==> config.mk <==
export PLATFORM = sky130hd
export DESIGN_NAME = pipe_hazard_ctrl_flat
export DESIGN_NICKNAME = d
export VERILOG_FILES = /design/src/rtl/riscv_pkg.sv /design/src/rtl/pipe_hazard_ctrl_if.sv /design/src/rtl/sat_counter.sv /design/src/rtl/pipe_hazard_ctrl.sv /design/src/flat_wrapper.sv
export SDC_FILE = /design/constraint.sdc
export NUM_CORES = 1
export LEC_CHECK = 0
export CORE_ASPECT_RATIO = 0.8
export CORE_MARGIN = 2
export CORE_UTILIZATION = 35
export DETAILED_ROUTE_END_ITERATION = 12
export PLACE_DENSITY_LB_ADDON = 0.2
export SKIP_CTS_REPAIR_TIMING = 1
export SLEW_MARGIN = 30
export SYNTH_ARGS = -nofsm -noshare
export SYNTH_HDL_FRONTEND = slang
export SYNTH_SLANG_ARGS = --single-unit
==> constraint.sdc <==
create_clock -name clk -period 2.5 [get_ports clk]
set_clock_uncertainty 0.15 [all_clocks]
set_input_delay 0.375 -clock clk [delete_from_list [all_inputs] [get_ports clk]]
set_output_delay 0.375 -clock clk [all_outputs]
set_load 0.01 [all_outputs]
==> src/rtl/riscv_pkg.sv <==
// Shared pipeline-control definitions: hazard FSM encoding and register-index helpers.
package riscv_pkg;

  typedef enum logic [1:0] {
    ST_RESET    = 2'd0,
    ST_RUN      = 2'd1,
    ST_MEM_WAIT = 2'd2
  } hz_state_e;

  localparam logic [4:0] REG_X0 = 5'd0;

  // True when an ID source operand is read and names the given destination.
  function automatic logic src_hit(input logic used, input logic [4:0] rs, input logic [4:0] rd);
    return used && (rs == rd);
  endfunction

endpackage

==> src/rtl/pipe_hazard_ctrl_if.sv <==
// Hazard-control bundle between the pipeline datapath (master) and the scheduler (slave).
interface pipe_hazard_ctrl_if #(
  parameter int CNT_W = 32
);
  logic [4:0]       Rs1D;
  logic [4:0]       Rs2D;
  logic             Rs1UsedD;
  logic             Rs2UsedD;
  logic [4:0]       RdE;
  logic             MemToRegE;
  logic             BrMispredE;
  logic             DMemReqM;
  logic             DMemRdyM;
  logic             StallF;
  logic             StallD;
  logic             StallE;
  logic             StallM;
  logic             StallW;
  logic             FlushD;
  logic             FlushE;
  logic             FlushM;
  logic             FlushW;
  logic             MemTimeout;
  logic [CNT_W-1:0] StallCnt;
  logic [CNT_W-1:0] FlushCnt;

  modport master (
    output Rs1D, Rs2D, Rs1UsedD, Rs2UsedD, RdE, MemToRegE, BrMispredE, DMemReqM, DMemRdyM,
    input  StallF, StallD, StallE, StallM, StallW, FlushD, FlushE, FlushM, FlushW,
    input  MemTimeout, StallCnt, FlushCnt
  );

  modport slave (
    input  Rs1D, Rs2D, Rs1UsedD, Rs2UsedD, RdE, MemToRegE, BrMispredE, DMemReqM, DMemRdyM,
    output StallF, StallD, StallE, StallM, StallW, FlushD, FlushE, FlushM, FlushW,
    output MemTimeout, StallCnt, FlushCnt
  );
endinterface

==> src/rtl/sat_counter.sv <==
// Up-counter that sticks at MAX; synchronous rst/clr return it to zero (clr wins over inc).
module sat_counter #(
  parameter int           W   = 32,
  parameter logic [W-1:0] MAX = '1
) (
  input  logic         clk,
  input  logic         rst,
  input  logic         clr,
  input  logic         inc,
  output logic [W-1:0] cnt
);

  always_ff @(posedge clk) begin
    if (rst || clr) begin
      cnt <= '0;
    end else if (inc && (cnt != MAX)) begin
      cnt <= cnt + W'(1);
    end
  end

endmodule

==> src/rtl/pipe_hazard_ctrl.sv <==
// Stall/flush scheduler for the 5-stage pipeline: combinational hazard priority encoder
// plus reset-flush/memory-wait FSM, sticky memory timeout and saturating perf counters.
module pipe_hazard_ctrl
  import riscv_pkg::*;
#(
  parameter int RST_FLUSH_CYCLES = 2,
  parameter int MEM_TIMEOUT      = 64,
  parameter int CNT_W            = 32
) (
  input logic               clk,
  input logic               rst,
  pipe_hazard_ctrl_if.slave hz
);

  localparam int RC_W   = (RST_FLUSH_CYCLES < 2) ? 1 : $clog2(RST_FLUSH_CYCLES + 1);
  localparam int WAIT_W = (MEM_TIMEOUT < 2) ? 1 : $clog2(MEM_TIMEOUT + 1);
  localparam logic [WAIT_W-1:0] WAIT_MAX  = WAIT_W'(MEM_TIMEOUT);
  localparam logic [WAIT_W-1:0] WAIT_LAST = WAIT_W'((MEM_TIMEOUT == 0) ? 0 : MEM_TIMEOUT - 1);

  hz_state_e         state;
  logic [RC_W-1:0]   rst_cnt;
  logic [WAIT_W-1:0] wait_cnt;
  logic              mem_timeout;

  logic act;
  logic memwait;
  logic mispred;
  logic loaduse;
  logic rst_done;
  logic enter_run;
  logic timeout_hit;

  // Outside RUN/MEM_WAIT every segment is cleared and hazard inputs are ignored.
  assign act      = !rst && (state != ST_RESET);
  assign memwait  = act && hz.DMemReqM && !hz.DMemRdyM;
  assign mispred  = act && !memwait && hz.BrMispredE;
  assign loaduse  = act && !memwait && !hz.BrMispredE && hz.MemToRegE && (hz.RdE != REG_X0) &&
                    (src_hit(hz.Rs1UsedD, hz.Rs1D, hz.RdE) || src_hit(hz.Rs2UsedD, hz.Rs2D, hz.RdE));

  assign hz.StallF = memwait || loaduse;
  assign hz.StallD = memwait || loaduse;
  assign hz.StallE = memwait;
  assign hz.StallM = memwait;
  assign hz.StallW = 1'b0;
  assign hz.FlushD = !act || mispred;
  assign hz.FlushE = !act || mispred || loaduse;
  assign hz.FlushM = !act;
  assign hz.FlushW = !act || memwait;

  assign rst_done    = (rst_cnt <= RC_W'(1));
  assign enter_run   = !rst && (((state == ST_RESET) && rst_done) ||
                                ((state == ST_MEM_WAIT) && !memwait));
  assign timeout_hit = (MEM_TIMEOUT != 0) && memwait && (wait_cnt == WAIT_LAST);

  always_ff @(posedge clk) begin
    if (rst) begin
      state       <= ST_RESET;
      rst_cnt     <= RC_W'(RST_FLUSH_CYCLES);
      mem_timeout <= 1'b0;
    end else begin
      case (state)
        ST_RESET: begin
          if (rst_done) state <= ST_RUN;
          else          rst_cnt <= rst_cnt - RC_W'(1);
        end
        ST_RUN:      if (memwait)  state <= ST_MEM_WAIT;
        ST_MEM_WAIT: if (!memwait) state <= ST_RUN;
        default:     state <= ST_RESET;
      endcase
      if (timeout_hit) mem_timeout <= 1'b1;
    end
  end

  assign hz.MemTimeout = mem_timeout;

  sat_counter #(.W(WAIT_W), .MAX(WAIT_MAX)) u_wait_cnt (
    .clk (clk),
    .rst (rst),
    .clr (enter_run),
    .inc (memwait),
    .cnt (wait_cnt)
  );

  sat_counter #(.W(CNT_W)) u_stall_cnt (
    .clk (clk),
    .rst (rst),
    .clr (1'b0),
    .inc (act && hz.StallF),
    .cnt (hz.StallCnt)
  );

  sat_counter #(.W(CNT_W)) u_flush_cnt (
    .clk (clk),
    .rst (rst),
    .clr (1'b0),
    .inc (mispred),
    .cnt (hz.FlushCnt)
  );

endmodule

==> src/flat_wrapper.sv <==
// flat-port wrapper written by rule: the top's interface ports become plain ports
module pipe_hazard_ctrl_flat import riscv_pkg::*;
#(
  parameter int RST_FLUSH_CYCLES = 2,
  parameter int MEM_TIMEOUT      = 64,
  parameter int CNT_W            = 32
)
  (clk, rst, hz_Rs1D, hz_Rs2D, hz_Rs1UsedD, hz_Rs2UsedD, hz_RdE, hz_MemToRegE, hz_BrMispredE, hz_DMemReqM, hz_DMemRdyM, hz_StallF, hz_StallD, hz_StallE, hz_StallM, hz_StallW, hz_FlushD, hz_FlushE, hz_FlushM, hz_FlushW, hz_MemTimeout, hz_StallCnt, hz_FlushCnt);
  pipe_hazard_ctrl_if #(.CNT_W(CNT_W)) hz_i ();
  input logic clk;
  input logic rst;
  input wire logic [$bits(hz_i.Rs1D)-1:0] hz_Rs1D;
  input wire logic [$bits(hz_i.Rs2D)-1:0] hz_Rs2D;
  input wire logic [$bits(hz_i.Rs1UsedD)-1:0] hz_Rs1UsedD;
  input wire logic [$bits(hz_i.Rs2UsedD)-1:0] hz_Rs2UsedD;
  input wire logic [$bits(hz_i.RdE)-1:0] hz_RdE;
  input wire logic [$bits(hz_i.MemToRegE)-1:0] hz_MemToRegE;
  input wire logic [$bits(hz_i.BrMispredE)-1:0] hz_BrMispredE;
  input wire logic [$bits(hz_i.DMemReqM)-1:0] hz_DMemReqM;
  input wire logic [$bits(hz_i.DMemRdyM)-1:0] hz_DMemRdyM;
  output wire logic [$bits(hz_i.StallF)-1:0] hz_StallF;
  output wire logic [$bits(hz_i.StallD)-1:0] hz_StallD;
  output wire logic [$bits(hz_i.StallE)-1:0] hz_StallE;
  output wire logic [$bits(hz_i.StallM)-1:0] hz_StallM;
  output wire logic [$bits(hz_i.StallW)-1:0] hz_StallW;
  output wire logic [$bits(hz_i.FlushD)-1:0] hz_FlushD;
  output wire logic [$bits(hz_i.FlushE)-1:0] hz_FlushE;
  output wire logic [$bits(hz_i.FlushM)-1:0] hz_FlushM;
  output wire logic [$bits(hz_i.FlushW)-1:0] hz_FlushW;
  output wire logic [$bits(hz_i.MemTimeout)-1:0] hz_MemTimeout;
  output wire logic [$bits(hz_i.StallCnt)-1:0] hz_StallCnt;
  output wire logic [$bits(hz_i.FlushCnt)-1:0] hz_FlushCnt;
  assign hz_i.Rs1D = hz_Rs1D;
  assign hz_i.Rs2D = hz_Rs2D;
  assign hz_i.Rs1UsedD = hz_Rs1UsedD;
  assign hz_i.Rs2UsedD = hz_Rs2UsedD;
  assign hz_i.RdE = hz_RdE;
  assign hz_i.MemToRegE = hz_MemToRegE;
  assign hz_i.BrMispredE = hz_BrMispredE;
  assign hz_i.DMemReqM = hz_DMemReqM;
  assign hz_i.DMemRdyM = hz_DMemRdyM;
  assign hz_StallF = hz_i.StallF;
  assign hz_StallD = hz_i.StallD;
  assign hz_StallE = hz_i.StallE;
  assign hz_StallM = hz_i.StallM;
  assign hz_StallW = hz_i.StallW;
  assign hz_FlushD = hz_i.FlushD;
  assign hz_FlushE = hz_i.FlushE;
  assign hz_FlushM = hz_i.FlushM;
  assign hz_FlushW = hz_i.FlushW;
  assign hz_MemTimeout = hz_i.MemTimeout;
  assign hz_StallCnt = hz_i.StallCnt;
  assign hz_FlushCnt = hz_i.FlushCnt;
  pipe_hazard_ctrl #(.RST_FLUSH_CYCLES(RST_FLUSH_CYCLES), .MEM_TIMEOUT(MEM_TIMEOUT), .CNT_W(CNT_W)) u_core (.clk(clk), .rst(rst), .hz(hz_i));
endmodule
# [Yosys cells after proc, flatten, opt, wreduce, memory -nomap -nowiden]
# Cells that the tools add are included.
[totals] reg_bits=76 latchBits=0 ram_bits=0 mem_bits_ro=0 input_bits=23 output_inout_bits=74 word_cells=63 memories=0
[classes] addsub=4 multipliers=0 n_div=0 magnitude_cmp=1 eq_ne=11 n_shift=0 muxes=4 bitwise=1 n_reduce_logical=36
[op_table] cell="32-bit by 1-bit adder with 32-bit output (second input constant)" count=2
[op_table] cell="32-bit != test (second input constant)" count=2
[op_table] cell="1-bit logical AND" count=19
[op_table] cell="5-bit == test" count=2
[op_table] cell="7-bit by 1-bit adder with 7-bit output (second input constant)" count=1
[op_table] cell="7-bit by 6-bit == test with 1-bit output (second input constant)" count=1
[op_table] cell="1-bit logical OR" count=7
[op_table] cell="7-bit != test (second input constant)" count=1
[op_table] cell="2-bit 2-to-1 mux" count=3
[op_table] cell="2-bit case mux with 3 select lines" count=1
[op_table] cell="1-bit logical NOT" count=5
[op_table] cell="5-bit nonzero test" count=1
[op_table] cell="2-bit by 1-bit != test with 1-bit output (second input constant)" count=2
[op_table] cell="3-bit AND reduction" count=1
[op_table] cell="2-bit by 1-bit == test with 1-bit output (second input constant)" count=1
[op_table] cell="2-bit == test (second input constant)" count=1
[op_table] cell="2-bit by 1-bit less-or-equal comparator with 1-bit output (second input constant)" count=1
[op_table] cell="2-bit logical NOT" count=1
[op_table] cell="2-bit != test (second input constant)" count=1
[op_table] cell="2-bit AND reduction" count=1
[op_table] cell="2-bit nonzero test" count=1
[op_table] cell="2-bit by 1-bit subtractor with 2-bit output (second input constant)" count=1
[op_table] cell="1-bit inverter" count=1

# [Depth between registers and ports, before layout]
[depth] ltp_word=13 ltp_mapped=10 depth_no_buf=8

# [Cells and area by module]
# From an unflattened synthesis, not the netlist that was laid out.
[hier_totals] cells_unflattened=481 area_unflattened_um2=4196.5
[modules_own_cells] module="sat_counter (u_core.u_flush_cnt ...)" n_inst=2 cells_per_inst=189 area_per_inst_um2=1681.6 seq_area_each_um2=640.6
[modules_own_cells] module="pipe_hazard_ctrl" n_inst=1 cells_per_inst=63 area_per_inst_um2=493.0 seq_area_each_um2=100.1
[modules_own_cells] module="sat_counter (u_core.u_wait_cnt)" n_inst=1 cells_per_inst=40 area_per_inst_um2=340.3 seq_area_each_um2=140.1

# [Worst setup path after synthesis]
# Ideal clock, no wire load.
[synth_path] kind="flip-flop to flip-flop" startpoint="reg u_core.u_stall_cnt.cnt[12]" endpoint="reg u_core.u_stall_cnt.cnt[27]" setup_ps=121 arrival_ps=1884 t_required_ps=2229 path_slack_ps=345 path_stages_with_launch=9 n_path_buf=1 period_less_slack_ps=2155 path_cell_list="dfxtp_1 -> nand4_1 -> or3_4 -> nor3_2 -> a211oi_2 -> nand2_2 -> buf_6 -> nor3_2 -> mux2_4"
[synth_via] elab_chain_cells=2 elab_cells_between_ends=3 classes_between="add/sub: 1; eq/ne: 1; reduce/logical: 1"
[synth_rtl] element="from (decl)" line_no="sat_counter.sv:10" text="output logic [W-1:0] cnt"
[synth_rtl] element="from (signal assigned)" line_no="sat_counter.sv:17" text="cnt <= cnt + W'(1);"
[synth_rtl] element="branches (longest 2 deep; another with 32-bit by 1-bit adder with 32-bit output)"
# Several ways; the timed one is not identified.
# A chain may end at the register's enable or synchronous reset.

# [Final worst setup path]
[layout_path] startpoint="in hz_Rs1D[4]" endpoint="out hz_FlushE"
[layout_via] elab_chain_cells=5
[layout_rtl] element="from (decl)" line_no="flat_wrapper.sv:12" text="input wire logic [$bits(hz_i.Rs1D)-1:0] hz_Rs1D;"
[layout_rtl] element="5-bit == test" line_no="riscv_pkg.sv:14" text="return used && (rs == rd);"
[layout_rtl] element="1-bit logical AND" line_no="riscv_pkg.sv:14"
[layout_rtl] element="1-bit logical OR" line_no="pipe_hazard_ctrl.sv:38" text="(src_hit(hz.Rs1UsedD, hz.Rs1D, hz.RdE) || src_hit(hz.Rs2UsedD, hz.Rs2D, hz.RdE));"
[layout_rtl] element="1-bit logical AND" line_no="pipe_hazard_ctrl.sv:37" text="assign loaduse = act && !memwait && !hz.BrMispredE && hz.MemToRegE && (hz.RdE != REG_X0) &&"
[layout_rtl] element="1-bit logical OR" line_no="pipe_hazard_ctrl.sv:46" text="assign hz.FlushE = !act || mispred || loaduse;"
[layout_rtl] element="to (decl)" line_no="flat_wrapper.sv:27" text="output wire logic [$bits(hz_i.FlushE)-1:0] hz_FlushE;"
# No other way between the ends.

==> summary.md <==
| Metric | Value |
|---|---|
| Vias | `3546` |
| Worst path top cell family by delay | `buffers and inverters` |
| Reg-to-reg endpoint | `u_core.u_stall_cnt.cnt[27]$_SDFFE_PP0P_` |
| Area growth syn-to-layout | `44.57%` |
| Slew Limit Fails | `0` |
| Logic gate share of total power | `11.2%` |
| Top post-synthesis cells by count | `dfxtp_1 (76), nor2_1 (73), xor2_1 (45), nand2_1 (31), nand4_1 (28)` |
| Total grt overflow | `0` |
| FF-to-FF setup slack | `140 ps` |
| Async S/R FF share, synth | `0%` |
| Synth top area cells | `dfxtp_1 (41%), xor2_1 (11%), nor2_1 (7.3%), nand4_1 (4.7%), xnor2_1 (3.3%)` |
| Compound-Gate Fraction of Synth Area | `6.767%` |
| Final Cell Area | `5426 um^2` |
| Port bufs | `95` |
| Yosys warns | `0` |
| Row count | `33` |
| Clock network power share | `46.5%` |
| Max Cap Viol | `0` |
| Worst-Skew Late Latency | `340 ps` |
| Critical Path Max Stage Delay | `410 ps` |
| Die H | `96.63 um` |
| Pin count of the biggest net entering global routing | `66` |
| CP arrival | `1850 ps` |
| WP buf/inv | `3` |
| Total negative slack | `0 ps` |
| Final Worst Setup Slack | `125.7 ps` |
| RSZ-0062 raised after global routing | `yes` |
| Root Driver | `clkbuf_16` |
| Switching Share | `23.84%` |
| Total Die Area | `11570 um^2` |
| Main combinational cell family by area after synthesis | `simple AND/OR/NAND/NOR gates` |
| Register-to-Register Path Depth | `7` |
| Net switching power figure | `713.5 uW` |
| Pwr Density | `551.7 nW/um^2` |
| HPWL after DPL | `7100 um` |
| Worst Path Required | `1980 ps` |
| Most used DFF post-synth | `dfxtp_1` |
| Cell taking the most area after synthesis | `dfxtp_1` |
| Synth Area in Adders | `1.667%` |
| Die W | `119.8 um` |
| CP max stage cell | `clkdlybuf4s50_1` |
| Max frequency | `421.2 MHz` |
| Detailed router's first-iteration violation count | `121` |
| DRC | `0` |
| Core Box Area | `10360 um^2` |
| Yosys top cell area share | `40.53%` |
| FILL cells | `1008` |
| Number of synthesized register bits | `76` |
| Share of the core filled with cells | `52.36%` |
| Fin crit share | `94.97%` |
| Hold Path Class | `reg2reg` |
| Setup CP Type | `in2out` |
| CTS Buf Count | `9` |
| Number of flops mapped to enable cells by yosys | `0` |
| Final hold vios | `0` |
| IO Count | `97` |
| Leak pwr | `2.084 nW` |
| Tot Pwr | `2.994 mW` |
| Status | `completed` |
| Max clock buf depth | `2` |
| Hold Path Depth | `2` |
| Critical path cell sequence | `clkdlybuf4s50_1, xor2_1, nor4_1, a32oi_1, buf_4, o211ai_1, buf_2` |
| CTS tree | `done` |
| Place WS | `-457.6 ps` |
| Syn Nets | `474` |
| Slew margin rel. | `52.33%` |
| Hold Path End | `u_core.hz.MemTimeout$_SDFFE_PP0P_` |
| Diode count | `0` |
| Routed Antenna Nets | `0` |
| Critical path endpoint category | `primary output` |
| Worst Tran Pin Value | `715.0 ps` |
| Final setup violating endpoints | `0` |
| Clock Sinks | `76` |
| HP Start | `u_core.hz.MemTimeout$_SDFFE_PP0P_` |
| Placed inst area | `5045 um^2` |
| Synth Area in XOR/XNOR | `13.77%` |
| Most common cell in the synthesized netlist | `dfxtp_1` |
| Worst reg2reg startpoint | `u_core.u_stall_cnt.cnt[15]$_SDFFE_PP0P_` |
| Vias in the first global route | `3381` |
| Post-Syn Area per Cell | `8.416 um^2` |
| Antenna violations before repair | `0` |
| Cells after Synth | `446` |
| Tmin final | `2374 ps` |
| Sequential fraction of design power | `42.3%` |
| Initial Utilization | `36.22%` |
| RD Place Congestion | `0.8108` |
| GRT Overall Usage | `17.02%` |
| First-pass GRT wire length | `16100 um` |
| Clock slew seen by the registers of the worst setup and hold paths | `60 ps` |
| Wire per inst | `13.81 um` |
| Drt first pass iters | `4` |
| WL final | `9889 um` |
| Post-synth cell types | `55` |
| Simple-Gate Fraction of Synth Area | `31.23%` |
| Htree depth | `3` |
| Post-synthesis sequential area ratio | `40.53%` |
| Mux share of post-synthesis cell area | `2.267%` |
| Peak VDD IR | `0.0002887 V` |
| Internal power | `2.280 mW` |
| Share of layout cells above drive strength 1 | `12.85%` |
| Post-Synthesis Cell Area | `3754 um^2` |
| Maximum fanout along the worst path | `2` |
| Via density | `4.953` |
| Startpoint types | `input pin` |
| Layout Nets | `599` |
## area by class of cell
cell class | instances | area, um^2 | share of cell area [%]
sequential | 76 | 1523 | 28.06
inverter | 14 | 52.55 | 0.9684
clock inverter | 6 | 88.84 | 1.637
multi-input combinational | 340 | 2132 | 39.29
clock buffer | 10 | 229.0 | 4.220
tap | 140 | 175.2 | 3.228
timing repair buffer | 130 | 1226 | 22.60
## cell usage in the layout, fill, tap and decap left out, types with 2 or more instances in the layout
cell type	n
a21oi_1	16
and2_0	3
and2_1	5
and3_1	11
and4_1	3
buf_2	2
buf_4	35
bufinv_16	2
clkbuf_16	9
clkdlybuf4s50_1	84
clkinvlp_4	2
dfxtp_1	75
dlymetal6s2s_1	9
ha_1	5
inv_1	13
mux2i_1	7
nand2_1	31
nand2b_1	3
nand3_1	24
nand4_1	28
nand4_2	2
nor2_1	73
nor3_1	9
nor3_2	3
nor4_1	3
o21ai_0	13
or3_1	12
xnor2_1	14
xor2_1	45
## tightest hold or removal path: cells and delay by family, from the launching register on
kind,cells,cell delay [ps]
flops,1,320
simple gates,2,130
## layer usage
| metal | share of wire [%] | up-vias | wire, um | GRT usage, % |
|---|---|---|---|---|
| met1 | 50 | 1655 | 4907 | 22.75 |
| met3 | 5.3 | 13 | 525 | 5.542 |
| met4 | 1.1 | 0 | 107 | 4.796 |
| met5 | 0 | - | 0 | 0 |
| li1 | - | 1793 | - | - |
| met2 | 44 | 85 | 4348 | 26.29 |
## stage by stage
stage | hold WS (ps) | instances
6_report | 337.9 | 716
5_1_grt | 357.3 | 716
4_1_cts | 337.4 | 715
2_1_floorplan | 310.3 | 446
3_3_place_gp | 311.1 | 699
3_5_place_dp | 317.5 | 699
## power groups by stage
stage / sequential [mW] / combinational, mW / clock, mW
after global routing: 1.27 / 0.376 / 1.47
after global placement: 1.29 / 0.328 / 0
after CTS: 1.27 / 0.340 / 1.41
final: 1.27 / 0.335 / 1.39
after floorplan: 1.29 / 0.186 / 0
after detailed placement: 1.29 / 0.337 / 0
## worst max path at each step
stage	startpoint	to	cells past startpoint
final	hz_Rs1D[4]	hz_FlushE	7
after global routing	u_core.u_stall_cnt.cnt[3]$_SDFFE_PP0P_	u_core.u_stall_cnt.cnt[30]$_SDFFE_PP0P_	6
after CTS	hz_RdE[2]	hz_StallD	6
after detailed placement	hz_RdE[2]	hz_StallD	6
after global placement	hz_RdE[2]	hz_StallD	6
after floorplan	u_core.u_stall_cnt.cnt[12]$_SDFFE_PP0P_	u_core.u_stall_cnt.cnt[27]$_SDFFE_PP0P_	8
## state kept, by name (all words and copies together) (netlist names)
signal	flops
u_core.rst_cnt	2
u_core.u_stall_cnt.cnt	32
u_core.u_wait_cnt.cnt	7
u_core.state	2
u_core.hz.MemTimeout	1
u_core.u_flush_cnt.cnt	32
## cells by family (layout without fill, tap and decap cells)
family / after synthesis / after routing
AND/OR/NAND/NOR: 225 / 225
flip-flops: 76 / 76
XOR/XNOR: 59 / 59
AO/OA/AOI/OAI: 42 / 42
buffers and inverters: 30 / 160
multiplexers: 8 / 8
adder cells (fa/ha/maj): 5 / 5
other: 1 / 1
Power figures use the tool's default switching activity.
